### src/rtl/prog_seq_pkg.sv
// Shared encodings, word layout and state type for the program sequencer.
package prog_seq_pkg;

  localparam int unsigned WORD_W = 15;
  localparam int unsigned OP_W   = 10;
  localparam int unsigned DATA_W = 5;
  localparam int unsigned OP_LSB = DATA_W;   // opcode occupies [14:5], data [4:0]
  localparam int unsigned CNT_W  = 4;        // gap counter width, GAP range 0..15

  // ADD src 0 -> dst 5; the core demux ignores dst 5, so no register changes
  localparam logic [OP_W-1:0] NOP_WORD    = 10'b0001_000_101;
  localparam logic [3:0]      HALT_NIBBLE = 4'b1111;

  typedef enum logic [1:0] {
    ST_IDLE  = 2'd0,
    ST_ISSUE = 2'd1,
    ST_GAP   = 2'd2,
    ST_DONE  = 2'd3
  } state_e;

  // A word halts the program when its opcode top nibble is all ones
  function automatic logic is_halt(input logic [WORD_W-1:0] w);
    return w[WORD_W-1 -: 4] == HALT_NIBBLE;
  endfunction

endpackage

### src/rtl/prog_seq_mem.sv
// Program store: register array, one synchronous write port, one combinational read port.
module prog_mem
  import prog_seq_pkg::*;
#(
  parameter int unsigned DEPTH = 16,
  parameter int unsigned AW    = 4
) (
  input  logic              clk,
  input  logic              we,
  input  logic [AW-1:0]     waddr,
  input  logic [WORD_W-1:0] wdata,
  input  logic [AW-1:0]     raddr,
  output logic [WORD_W-1:0] rdata
);

  logic [WORD_W-1:0] mem [DEPTH];

  // Write port; contents deliberately survive reset
  always_ff @(posedge clk) begin
    if (we) mem[waddr] <= wdata;
  end

  assign rdata = mem[raddr];

endmodule

### src/rtl/prog_seq.sv
// Instruction sequencer: issues program words to the core with NOP bubbles between them.
module prog_seq
  import prog_seq_pkg::*;
#(
  parameter int unsigned DEPTH = 16,
  parameter int unsigned AW    = 4,
  parameter int unsigned GAP   = 4
) (
  input  logic              clk,
  input  logic              rst,
  input  logic              ld_en,
  input  logic [AW-1:0]     ld_addr,
  input  logic [WORD_W-1:0] ld_word,
  input  logic              start,
  input  logic              stall,
  output logic [OP_W-1:0]   opcode,
  output logic [DATA_W-1:0] data,
  output logic [AW-1:0]     pc,
  output logic              busy,
  output logic              done
);

  localparam logic [CNT_W-1:0] GAP_RELOAD = (GAP == 0) ? CNT_W'(0) : CNT_W'(GAP - 1);
  localparam logic [AW-1:0]    LAST_ADDR  = AW'(DEPTH - 1);

  state_e            state, state_nxt;
  logic [AW-1:0]     pc_nxt;
  logic [CNT_W-1:0]  cnt, cnt_nxt;
  logic [OP_W-1:0]   opcode_nxt;
  logic [DATA_W-1:0] data_nxt;
  logic              busy_nxt, done_nxt;
  logic              mem_we;
  logic [WORD_W-1:0] rd_word;

  // Host loads are only accepted while not running
  assign mem_we = ld_en && ((state == ST_IDLE) || (state == ST_DONE));

  prog_mem #(
    .DEPTH (DEPTH),
    .AW    (AW)
  ) u_mem (
    .clk   (clk),
    .we    (mem_we),
    .waddr (ld_addr),
    .wdata (ld_word),
    .raddr (pc),
    .rdata (rd_word)
  );

  // State, pc, gap counter and registered outputs
  always_ff @(posedge clk) begin
    if (rst) begin
      state  <= ST_IDLE;
      pc     <= '0;
      cnt    <= '0;
      opcode <= NOP_WORD;
      data   <= '0;
      busy   <= 1'b0;
      done   <= 1'b0;
    end else begin
      state  <= state_nxt;
      pc     <= pc_nxt;
      cnt    <= cnt_nxt;
      opcode <= opcode_nxt;
      data   <= data_nxt;
      busy   <= busy_nxt;
      done   <= done_nxt;
    end
  end

  // Next-state, next-pc and next-output decode; NOP unless a word is issued
  always_comb begin
    state_nxt  = state;
    pc_nxt     = pc;
    cnt_nxt    = cnt;
    opcode_nxt = NOP_WORD;
    data_nxt   = '0;

    unique case (state)
      ST_IDLE, ST_DONE: begin
        if (start) begin
          pc_nxt    = '0;
          state_nxt = ST_ISSUE;
        end
      end
      ST_ISSUE: begin
        if (!stall) begin
          if (is_halt(rd_word)) begin
            state_nxt = ST_DONE;
          end else begin
            opcode_nxt = rd_word[WORD_W-1:OP_LSB];
            data_nxt   = rd_word[DATA_W-1:0];
            pc_nxt     = pc + AW'(1);
            if (pc == LAST_ADDR) begin
              state_nxt = ST_DONE;
            end else if (GAP == 0) begin
              state_nxt = ST_ISSUE;
            end else begin
              cnt_nxt   = GAP_RELOAD;
              state_nxt = ST_GAP;
            end
          end
        end
      end
      ST_GAP: begin
        if (!stall) begin
          if (cnt == '0) state_nxt = ST_ISSUE;
          else           cnt_nxt   = cnt - CNT_W'(1);
        end
      end
      default: state_nxt = ST_IDLE;
    endcase

    busy_nxt = (state_nxt == ST_ISSUE) || (state_nxt == ST_GAP);
    done_nxt = (state_nxt == ST_DONE);
  end

endmodule

### config.mk
export PLATFORM = sky130hd
export DESIGN_NAME = prog_seq
export DESIGN_NICKNAME = d
export VERILOG_FILES = /design/src/rtl/prog_seq_pkg.sv /design/src/rtl/prog_seq_mem.sv /design/src/rtl/prog_seq.sv
export SDC_FILE = /design/constraint.sdc
export NUM_CORES = 1
export LEC_CHECK = 0
export ABC_AREA = 1
export CAP_MARGIN = 20
export CELL_PAD_IN_SITES_DETAIL_PLACEMENT = 0
export CELL_PAD_IN_SITES_GLOBAL_PLACEMENT = 1
export CORE_MARGIN = 4
export CORE_UTILIZATION = 51
export CTS_CLUSTER_DIAMETER = 100
export DETAILED_ROUTE_END_ITERATION = 8
export DONT_BUFFER_PORTS = 1
export GPL_ROUTABILITY_DRIVEN = 1
export PLACE_DENSITY_LB_ADDON = 0.1
export SETUP_SLACK_MARGIN = 0.2
export SLEW_MARGIN = 20
export SYNTH_ARGS = -nofsm -noshare
export SYNTH_HDL_FRONTEND = slang
export SYNTH_SLANG_ARGS = --single-unit
export TNS_END_PERCENT = 10
### constraint.sdc
create_clock -name clk -period 2.8 [get_ports clk]
set_clock_uncertainty 0.1 [all_clocks]
set_input_delay 0.42 -clock clk [delete_from_list [all_inputs] [get_ports clk]]
set_output_delay 0.42 -clock clk [all_outputs]
set_load 0.05 [all_outputs]
==> impl_metrics.json, run 1 <==
{
  "drc_errors": 0,
  "cts_tree": "yes",
  "slew_headroom": 0.534,
  "worstPathMaxFanout": 14,
  "worstPathCellList": "inv_1 > nand3_1 > nand3_1 > nand2_1 > nand2_1 > inv_2 > nand2_2 > nand4_2 > inv_1 > nand3_1",
  "status": "complete, no violations",
  "track_usage": 0.219,
  "die_w_um": 153,
  "synthToLayoutAreaGrowth_pct": 15.6,
  "cts-root-buf": "clkbuf_16",
  "die_h_um": 153,
  "place_congestion": 0.790,
  "worstSetupPathType": "flip-flop to flip-flop",
  "syn_inst": 898,
  "yosysWarnings": 0,
  "dp_hpwl_um": 14400,
  "cp.arrival_ps": 2680,
  "hold_class": "input port to flip-flop",
  "cts-buffers-inserted": 29,
  "synth_cell_type_count": 24,
  "end_kind": "flip-flop",
  "drv_slew": 0,
  "syn-num-nets": 928,
  "min_period_ps": 2370,
  "reg2regPathDepth": 10,
  "wl_per_cell_um": 21.1,
  "cp.required_ps": 3100,
  "ys_seq_area_frac": 0.728,
  "detail-route-antenna-nets": 0,
  "start_kind": "flip-flop",
  "async_reset_ff_frac": 0,
  "synth_edf_count": 240,
  "hold_ws_ps": 56.8,
  "ys.flop_type": "edfxtp_1",
  "setup_viol": 0,
  "power_w": 0.00938,
  "vias": 6958,
  "via_per_inst": 5.67,
  "io_buffers": 0,
  "rsz0062_at_grt": "no",
  "grt_pass1_wl_um": 39900,
  "grt_max_degree": 58,
  "clk_latency_ps": 550,
  "cp_slowest_cell": "inv_1",
  "grt_pass1_vias": 6904,
  "layout.nets": 964,
  "netlist_area_um2": 10800,
  "min_period_over_period": 0.847,
  "cpMostUsedCell": "nand3_1",
  "core_area_um2": 20500,
  "synth_top_area_share": 0.670,
  "yosys.area.top_type": "edfxtp_1",
  "drt_first_pass_iters": 5,
  "max_freq_ghz": 0.421,
  "routed_wl_um": 25900,
  "fillers": 1640,
  "ioPinCount": 45,
  "grt_antenna_before_repair": 1,
  "critPathMaxStageDelay_ps": 500,
  "cts_resized": 0,
  "die_area_um2": 23500,
  "rows": 52,
  "report.final.hold_viol_count": 0,
  "drive_above_1_share": 0.111,
  "cts.sinks": 271,
  "htree_num_levels": 1,
  "min_delay_path_depth": 3,
  "synth_area_leaders": "edfxtp_1 67%, dfxtp_1 5.8%, nand2_1 4.6%, nor2_1 4.6%, o21ai_0 4.6%",
  "fin_util": 0.607,
  "syn-mean-instance-area_um2": 12.0,
  "setup_tns_ps": 0,
  "maxCapViolations": 0,
  "drt_iter0_drc": 617,
  "start_util": 0.525,
  "clk_pin_slew_ps": 60,
  "synth-seq-cells": 271,
  "power_density_nw_per_um2": 755,
  "worst_pin_slew_ps": 694,
  "yosysMostFrequentCell": "edfxtp_1",
  "grt-ovfl-total": 0,
  "ctsLongestPathBuffers": 3,
  "max-vdd-ir-drop_uv": 544,
  "yosys-top-cells-count": "240 x edfxtp_1, 131 x nand2_1, 131 x nor2_1",
  "p_leak_nw": 4.47
}
-- cell type report --
| class | instances | area (um2) | area share |
|---|---|---|---|
| Sequential cell | 271 | 7830 | 0.630 |
| Antenna cell | 1 | 2.50 | 0.000201 |
| Clock buffer | 43 | 828 | 0.0666 |
| Timing Repair Buffer | 55 | 518 | 0.0417 |
| Inverter | 60 | 226 | 0.0182 |
| Multi-Input combinational cell | 517 | 2520 | 0.202 |
| Tap cell | 270 | 338 | 0.0272 |
| Clock inverter | 11 | 169 | 0.0136 |
-- sequential cells by signal, summed over array words and instances (netlist names), named ones only --
| name | cells |
|---|---|
| busy | 1 |
| cnt | 4 |
| data | 5 |
| done | 1 |
| opcode | 10 |
| pc | 4 |
| state | 2 |
| u_mem.mem | 240 |
-- metrics by stage --
step / cell area, um2 / setup slack (ps) / instances
final: 12400 / 427 / 1228
after global routing: 12400 / 217 / 1228
after CTS: 12400 / 397 / 1227
after detailed placement: 11300 / 466 / 1156
after global placement: 11300 / 460 / 1156
after floorplan: 10800 / 708 / 898
-- worst paths after layout --
path             start   endpoint  slack [ps]
max reg2reg  flip-flop  opcode[0]         430
min              stall   state[1]          60
max          flip-flop  opcode[0]         430
min reg2reg     cnt[1]     cnt[1]         390
-- layer usage --
layer  GRT usage  share of wire
met4      0.0709          0.029
met2       0.347           0.47
met3      0.0339          0.056
met1       0.315           0.45
met5           0              0
-- critical path, delay by kind of cell (launching register included) --
kind,cells,cell delay [ps]
DFF,1,310
buffers and inverters,3,800
and+or+nand+nor,7,1010
-- kinds of logic (layout without fill, tap and decap cells) --
family / after synthesis / count (layout) / share of synthesized area
other cells: 0 / 1 / 0
xor+xnor: 3 / 3 / 0.00244
simple gates: 342 / 342 / 0.130
compound gates: 166 / 166 / 0.0905
flops: 271 / 271 / 0.728
fa+ha+maj: 6 / 6 / 0.00698
buf+inv: 110 / 169 / 0.0417
-- layout by cell type, fill, tap and decap left out, drive strengths merged --
master	count
a211oi	1
a21oi	22
buf	38
bufinv	4
clkbuf	43
clkinv	6
clkinvlp	1
dfxtp	31
diode	1
dlygate4sd3	17
edfxtp	240
ha	6
inv	60
nand2	135
nand3	74
nand4	1
nor2	131
nor3	1
o21ai	99
o221ai	34
o22ai	10
xnor2	2
xor2	1
-- power breakdown --
group | switching, W | internal [W]
clock network | 0.00151 | 0.00241
registers | 0.0000661 | 0.00447
logic | 0.000638 | 0.000278
-- repair_timing --
item,in CTS,in global routing
hold endpoints to repair,255,0
setup endpoints to repair,0,0
setup buffers,0,0
hold buffers,17,0
No activity file was read; power rests on OpenSTA's default activity.
==> run 2, diff against run 1 <==
--- a/config.mk
+++ b/config.mk
@@ -10,7 +10,7 @@
 export CELL_PAD_IN_SITES_DETAIL_PLACEMENT = 0
 export CELL_PAD_IN_SITES_GLOBAL_PLACEMENT = 1
 export CORE_MARGIN = 4
-export CORE_UTILIZATION = 51
+export CORE_UTILIZATION = 46
 export CTS_CLUSTER_DIAMETER = 100
 export DETAILED_ROUTE_END_ITERATION = 8
 export DONT_BUFFER_PORTS = 1
==> constraint.sdc (replaced) <==
create_clock -name clk -period 2 [get_ports clk]
set_clock_uncertainty 0.1 [all_clocks]
set_input_delay 0.3 -clock clk [delete_from_list [all_inputs] [get_ports clk]]
set_output_delay 0.3 -clock clk [all_outputs]
set_load 0.05 [all_outputs]
==> run 2 against run 1 <==
Effect of this change:
- the run now ends with hold timing, setup timing left
- maximum frequency is 12% higher
- setup slack worse by 540 ps
- hold slack worse by 330 ps
- critical endpoint is now data[4]
- sequential power is 40% higher
- power is 45% higher
- utilization is 2.4 points lower
- routed wire length is 7.2% higher
==> impl_metrics.json, run 2 (synthesis results as in run 1) <==
{
  "layout_commonest_cell": "edfxtp_1",
  "ioPinCount": 45,
  "regMostFlops": "u_mem.mem",
  "drt_first_pass_iters": 4,
  "synthToLayoutAreaGrowth_pct": 23.7,
  "start_util": 0.471,
  "power_w": 0.0136,
  "place_ws_ps": -191,
  "end_kind": "flip-flop",
  "grt_pass1_wl_um": 41400,
  "setup_ws_ps": -113,
  "drive_above_1_share": 0.182,
  "worstPathMaxFanout": 6,
  "die_h_um": 161,
  "cts_tree": "yes",
  "rsz0062_at_grt": "yes",
  "power_switching_share": 0.233,
  "io_buffers": 0,
  "htree_num_levels": 1,
  "internal_power_w": 0.0104,
  "worstSetupPathType": "flip-flop to flip-flop",
  "track_usage": 0.208,
  "min_period_over_period": 1.06,
  "min_period_ps": 2110,
  "fillers": 1880,
  "report.final.hold_viol_count": 12,
  "p_sw_w": 0.00317,
  "die_area_um2": 25900,
  "n_antenna_cell": 0,
  "setup_viol": 27,
  "via_per_inst": 5.47,
  "die_w_um": 161,
  "worst_pin_slew_ps": 546,
  "slew_headroom": 0.635,
  "pwr-share-comb": 0.114,
  "start_kind": "flip-flop",
  "status": "complete, but fails checks",
  "cp_slowest_cell": "dfxtp_4",
  "cp.required_ps": 2350,
  "hold_class": "input port to flip-flop",
  "final_cell_mix": "240 x edfxtp_1, 122 x nand2_1, 113 x nor2_1",
  "rows": 55,
  "cpMostUsedCell": "nand2_1",
  "power_density_nw_per_um2": 1020,
  "critPathMaxStageDelay_ps": 410,
  "cts.sinks": 271,
  "layout.nets": 996,
  "detail-route-antenna-nets": 0,
  "drt_iter0_drc": 588,
  "grt-ovfl-total": 0,
  "cp.arrival_ps": 2470,
  "wl_per_cell_um": 21.4,
  "reg2reg_slack_ps": -110,
  "max-vdd-ir-drop_uv": 858,
  "clkPwrFrac": 0.419,
  "worstPathCellList": "inv_8 > clkbuf_16 > nand2_1 > nand2_1 > nand2_1 > nand3_1 > nand3_2 > nand2_2 > nand2_2 > inv_2 > nand2_4 > buf_4 > nand4_4 > buf_12 > buf_12 > a21oi_1",
  "p_leak_nw": 4.77,
  "violations": "hold timing, setup timing",
  "routed_wl_um": 27800,
  "vias": 7112,
  "drv_slew": 0,
  "clk_pin_slew_ps": 60,
  "cts-root-buf": "clkbuf_16",
  "hold_ws_ps": -272,
  "drc_errors": 0,
  "maxCapViolations": 0,
  "hold_buffers": 16,
  "core_area_um2": 22800,
  "dp_hpwl_um": 15400,
  "cts-buffers-inserted": 28,
  "power_frac_seq": 0.468,
  "ctsLongestPathBuffers": 3,
  "max_freq_ghz": 0.473,
  "place_congestion": 0.792,
  "top_regs": "u_mem.mem: 240 flops, opcode: 10 flops, data: 5 flops",
  "largest_reg_flops": 240,
  "clk_latency_ps": 530,
  "grt_max_degree": 77,
  "grt_antenna_before_repair": 0,
  "grt_pass1_vias": 6889
}
run 2: cell count changes in the layout (fill, tap and decap cells not counted), moves of 6 or more:
cell      previous run  this run
nand3_2              0         7
a21oi_1             22        13
nand2_1            131       122
a21oi_2              0         8
clkbuf_1             9         3
nor2_4               0        10
buf_12               5        22
buf_6                0         7
nor2_2              16         8
nand3_1             74        65
run 2: worst max-delay path: cells and delay by family, from the launching register on:
family                 cells  cell delay [ps]
buffers and inverters      6              720
AND/OR/NAND/NOR            9              700
flip-flops                 1              410
AO/OA/AOI/OAI              1              110
run 2: power by group through the flow:
stage,Clock [W],Sequential (W),Combinational (W)
global route,0.00603,0.00637,0.00170
CTS,0.00580,0.00636,0.00142
detailed placement,0,0.00648,0.00129
global placement,0,0.00648,0.00126
floorplan,0,0.00650,0.000821
finish,0.00570,0.00636,0.00155
run 2: metal layers:
metal,share of wire,global-route usage,vias up
met5,0,0,-
met4,0.022,0.0454,0
met3,0.049,0.0357,46
met2,0.49,0.351,177
met1,0.44,0.286,3553
li1,-,-,3336
run 2: worst paths after layout:
path,start,endpoint,depth (start not counted)
worst max-delay path,flip-flop,data[4],16
worst min-delay path,rst,state[0],1
worst max register to register,flip-flop,data[4],16
worst min register to register,cnt[1],cnt[1],2
run 2: per-stage QoR:
stage | hold WS [ps] | cells | TNS, ps | cell area, um2 | util
final | -272 | 1301 | -1430 | 13300 | 0.582
after global routing | -294 | 1301 | -5270 | 13300 | 0.582
after CTS | -299 | 1292 | -481 | 13000 | 0.571
after detailed placement | 274 | 1222 | -1170 | 11700 | 0.511
after global placement | 274 | 1222 | -1080 | 11700 | 0.511
after floorplan | 299 | 898 | 0 | 10800 | -
run 2: layout make-up:
| type | count | area, um2 | share of cell area |
|---|---|---|---|
| Sequential cell | 271 | 7830 | 0.589 |
| Multi-Input combinational cell | 517 | 2740 | 0.206 |
| Timing Repair Buffer | 88 | 1070 | 0.0804 |
| Clock buffer | 34 | 764 | 0.0575 |
| Tap cell | 313 | 392 | 0.0294 |
| Clock inverter | 18 | 264 | 0.0198 |
| Inverter | 60 | 238 | 0.0179 |
run 2: what timing repair did:
action | CTS | global route
resized for setup | 36 | 36
endpoints found under the setup margin | 270 | 270
hold endpoints to repair | 256 | 12
setup buffers | 1 | 5
pin swaps | 11 | 21
cloned | 1 | 4
==> run 3, diff against run 2 <==
--- a/config.mk
+++ b/config.mk
@@ -9,7 +9,7 @@
 export CAP_MARGIN = 20
 export CELL_PAD_IN_SITES_DETAIL_PLACEMENT = 0
 export CELL_PAD_IN_SITES_GLOBAL_PLACEMENT = 1
-export CORE_MARGIN = 4
+export CORE_MARGIN = 2
 export CORE_UTILIZATION = 46
 export CTS_CLUSTER_DIAMETER = 100
 export DETAILED_ROUTE_END_ITERATION = 8
==> run 3 against run 2 <==
Effect of this change:
- the flow still finishes with violations (hold timing, setup timing)
- sequential share of layout area about the same
- largest power group unchanged
- critical path depth grew 1
- sequential cell count did not move
- critical path type unchanged
- register-to-register slack lost 20 ps
- hold slack worse by 4.7 ps
- first-iteration DRC count grew 1.5%
- final area hardly changed
- via count is 3.0% higher
==> impl_metrics.json, run 3 (synthesis results as in run 1) <==
{
  "critPathMaxStageDelay_ps": 410,
  "via_per_inst": 5.64,
  "cpLargestDelayFamily": "simple AND/OR/NAND/NOR gates",
  "rows": 55,
  "max-vdd-ir-drop_uv": 644,
  "clk_latency_ps": 540,
  "grt_max_degree": 41,
  "dp_hpwl_um": 15500,
  "design_area_um2": 13300,
  "ioPinCount": 45,
  "core_area_um2": 22800,
  "cp.required_ps": 2340,
  "worst_pin_slew_ps": 580,
  "report.final.hold_viol_count": 12,
  "start_kind": "flip-flop",
  "hold_buffers": 16,
  "rr_endpoint": "busy",
  "grt_antenna_before_repair": 0,
  "worstPathCellList": "buf_12 > nand2_1 > nand3_1 > nand3_1 > nand3_1 > nand2_1 > nand2_2 > inv_2 > nand2_4 > nand3_1 > nand3_1 > nand2_1 > nand2_1 > inv_1 > ha_1 > inv_1 > nor2_1",
  "path_depth": 17,
  "rsz0062_at_grt": "yes",
  "drv_slew": 0,
  "top_regs": "u_mem.mem: 240 flops, opcode: 10 flops, data: 5 flops",
  "regArea_um2": 7830,
  "power_density_nw_per_um2": 972,
  "power_switching_share": 0.251,
  "clkPwrFrac": 0.381,
  "cts_tree": "yes",
  "layout_commonest_cell": "edfxtp_1",
  "place_ws_ps": -122,
  "n_antenna_cell": 0,
  "die_area_um2": 24600,
  "power_w": 0.0129,
  "critPathCapture": "busy",
  "worstPathMaxFanout": 18,
  "start_util": 0.472,
  "cts-root-buf": "clkbuf_16",
  "cp_slowest_cell": "dfxtp_4",
  "p_sw_w": 0.00324,
  "numPlacedInstances": 1223,
  "end_kind": "flip-flop",
  "power_frac_seq": 0.492,
  "status": "complete, but fails checks",
  "min_period_ps": 2130,
  "reg2reg_slack_ps": -130,
  "reg2regPathDepth": 17,
  "grt_pass1_vias": 7186,
  "clk_pin_slew_ps": 60,
  "hold_ws_ps": -277,
  "pwr-share-comb": 0.127,
  "track_usage": 0.227,
  "cts-buffers-inserted": 27,
  "cpMostUsedCell": "nand3_1",
  "largest_reg_flops": 240,
  "drt_iter0_drc": 597,
  "setup_viol": 24,
  "cp.arrival_ps": 2470,
  "drt_first_pass_iters": 5,
  "fillers": 1822,
  "ctsLongestPathBuffers": 3,
  "routed_wl_um": 28500,
  "place_congestion": 0.794,
  "internal_power_w": 0.00970,
  "worstPathBufferInverterCount": 4,
  "drc_errors": 0,
  "drive_above_1_share": 0.201,
  "placed_cell_area_um2": 11700,
  "final_cell_mix": "240 x edfxtp_1, 115 x nand2_1, 111 x nor2_1",
  "grt-ovfl-total": 0,
  "synthToLayoutAreaGrowth_pct": 23.8,
  "io_buffers": 0,
  "violations": "hold timing, setup timing",
  "slew_headroom": 0.612,
  "wl_per_cell_um": 22.0,
  "multi_input_area_um2": 2910,
  "finalNonFillerCells": 1298,
  "p_leak_nw": 4.73,
  "hold_class": "input port to flip-flop",
  "die_h_um": 157,
  "grt_pass1_wl_um": 41700,
  "regMostFlops": "u_mem.mem",
  "cts.sinks": 271,
  "min_period_over_period": 1.07,
  "layout.nets": 994,
  "htree_num_levels": 1,
  "maxCapViolations": 0,
  "detail-route-antenna-nets": 0,
  "vias": 7327,
  "worstSetupPathType": "flip-flop to flip-flop",
  "die_w_um": 157,
  "setup_ws_ps": -132,
  "max_freq_ghz": 0.469
}
[run 3: timing repair]
item	in CTS	in global routing
pin swaps	1	7
hold endpoints to repair	256	12
setup endpoints to repair	269	247
setup buffers	0	4
cloned	1	4
gates resized for setup	36	73
[run 3: power by group through the flow]
stage / sequential, W / combinational [W] / clock (W)
floorplan: 0.00650 / 0.000821 / 0
global placement: 0.00647 / 0.00128 / 0
detailed placement: 0.00648 / 0.00131 / 0
CTS: 0.00636 / 0.00145 / 0.00501
global route: 0.00637 / 0.00179 / 0.00519
finish: 0.00636 / 0.00165 / 0.00493
[run 3: worst register-to-register path: stages (launching register included)]
cell and delay, ps:
dfxtp_4 410, buf_12 170, nand2_1 80, nand3_1 110, nand3_1 120, nand3_1 120, nand2_1 70, nand2_2 80
inv_2 50, nand2_4 60, nand3_1 60, nand3_1 80, nand2_1 50, nand2_1 70, inv_1 50, ha_1 270
inv_1 60, nor2_1 30
[run 3: worst min path at each step]
stage,startpoint,endpoint,slack [ps],cells past startpoint
finish,rst,state[0],-280,1
global route,rst,cnt[2],-280,1
floorplan,ld_word[0],u_mem.mem[0][0],300,0
global placement,rst,state[1],270,1
CTS,rst,state[0],-290,1
detailed placement,rst,cnt[0],280,1
[run 3: per-stage QoR]
stage / hold WS (ps) / TNS (ps) / utilization
after floorplan: 299 / 0 / -
after global placement: 272 / -612 / 0.513
after detailed placement: 276 / -917 / 0.513
after CTS: -289 / -279 / 0.564
after global routing: -283 / -3560 / 0.584
final: -277 / -849 / 0.584
[run 3: layout make-up]
type	count	area share
well taps	313	0.0294
multi-input cells	517	0.219
clock inverters	20	0.0126
inverters	60	0.0182
repair buffers	87	0.0807
clock buffers	30	0.0516
flip-flops and latches	271	0.589
[run 3: layer usage]
layer | wire (um) | share of wire | up-vias | track usage
li1 | - | - | 3334 | -
met1 | 12400 | 0.44 | 3697 | 0.324
met2 | 13700 | 0.48 | 246 | 0.372
met3 | 1790 | 0.063 | 50 | 0.0266
met4 | 621 | 0.022 | 0 | 0.0594
met5 | 0 | 0 | - | 0
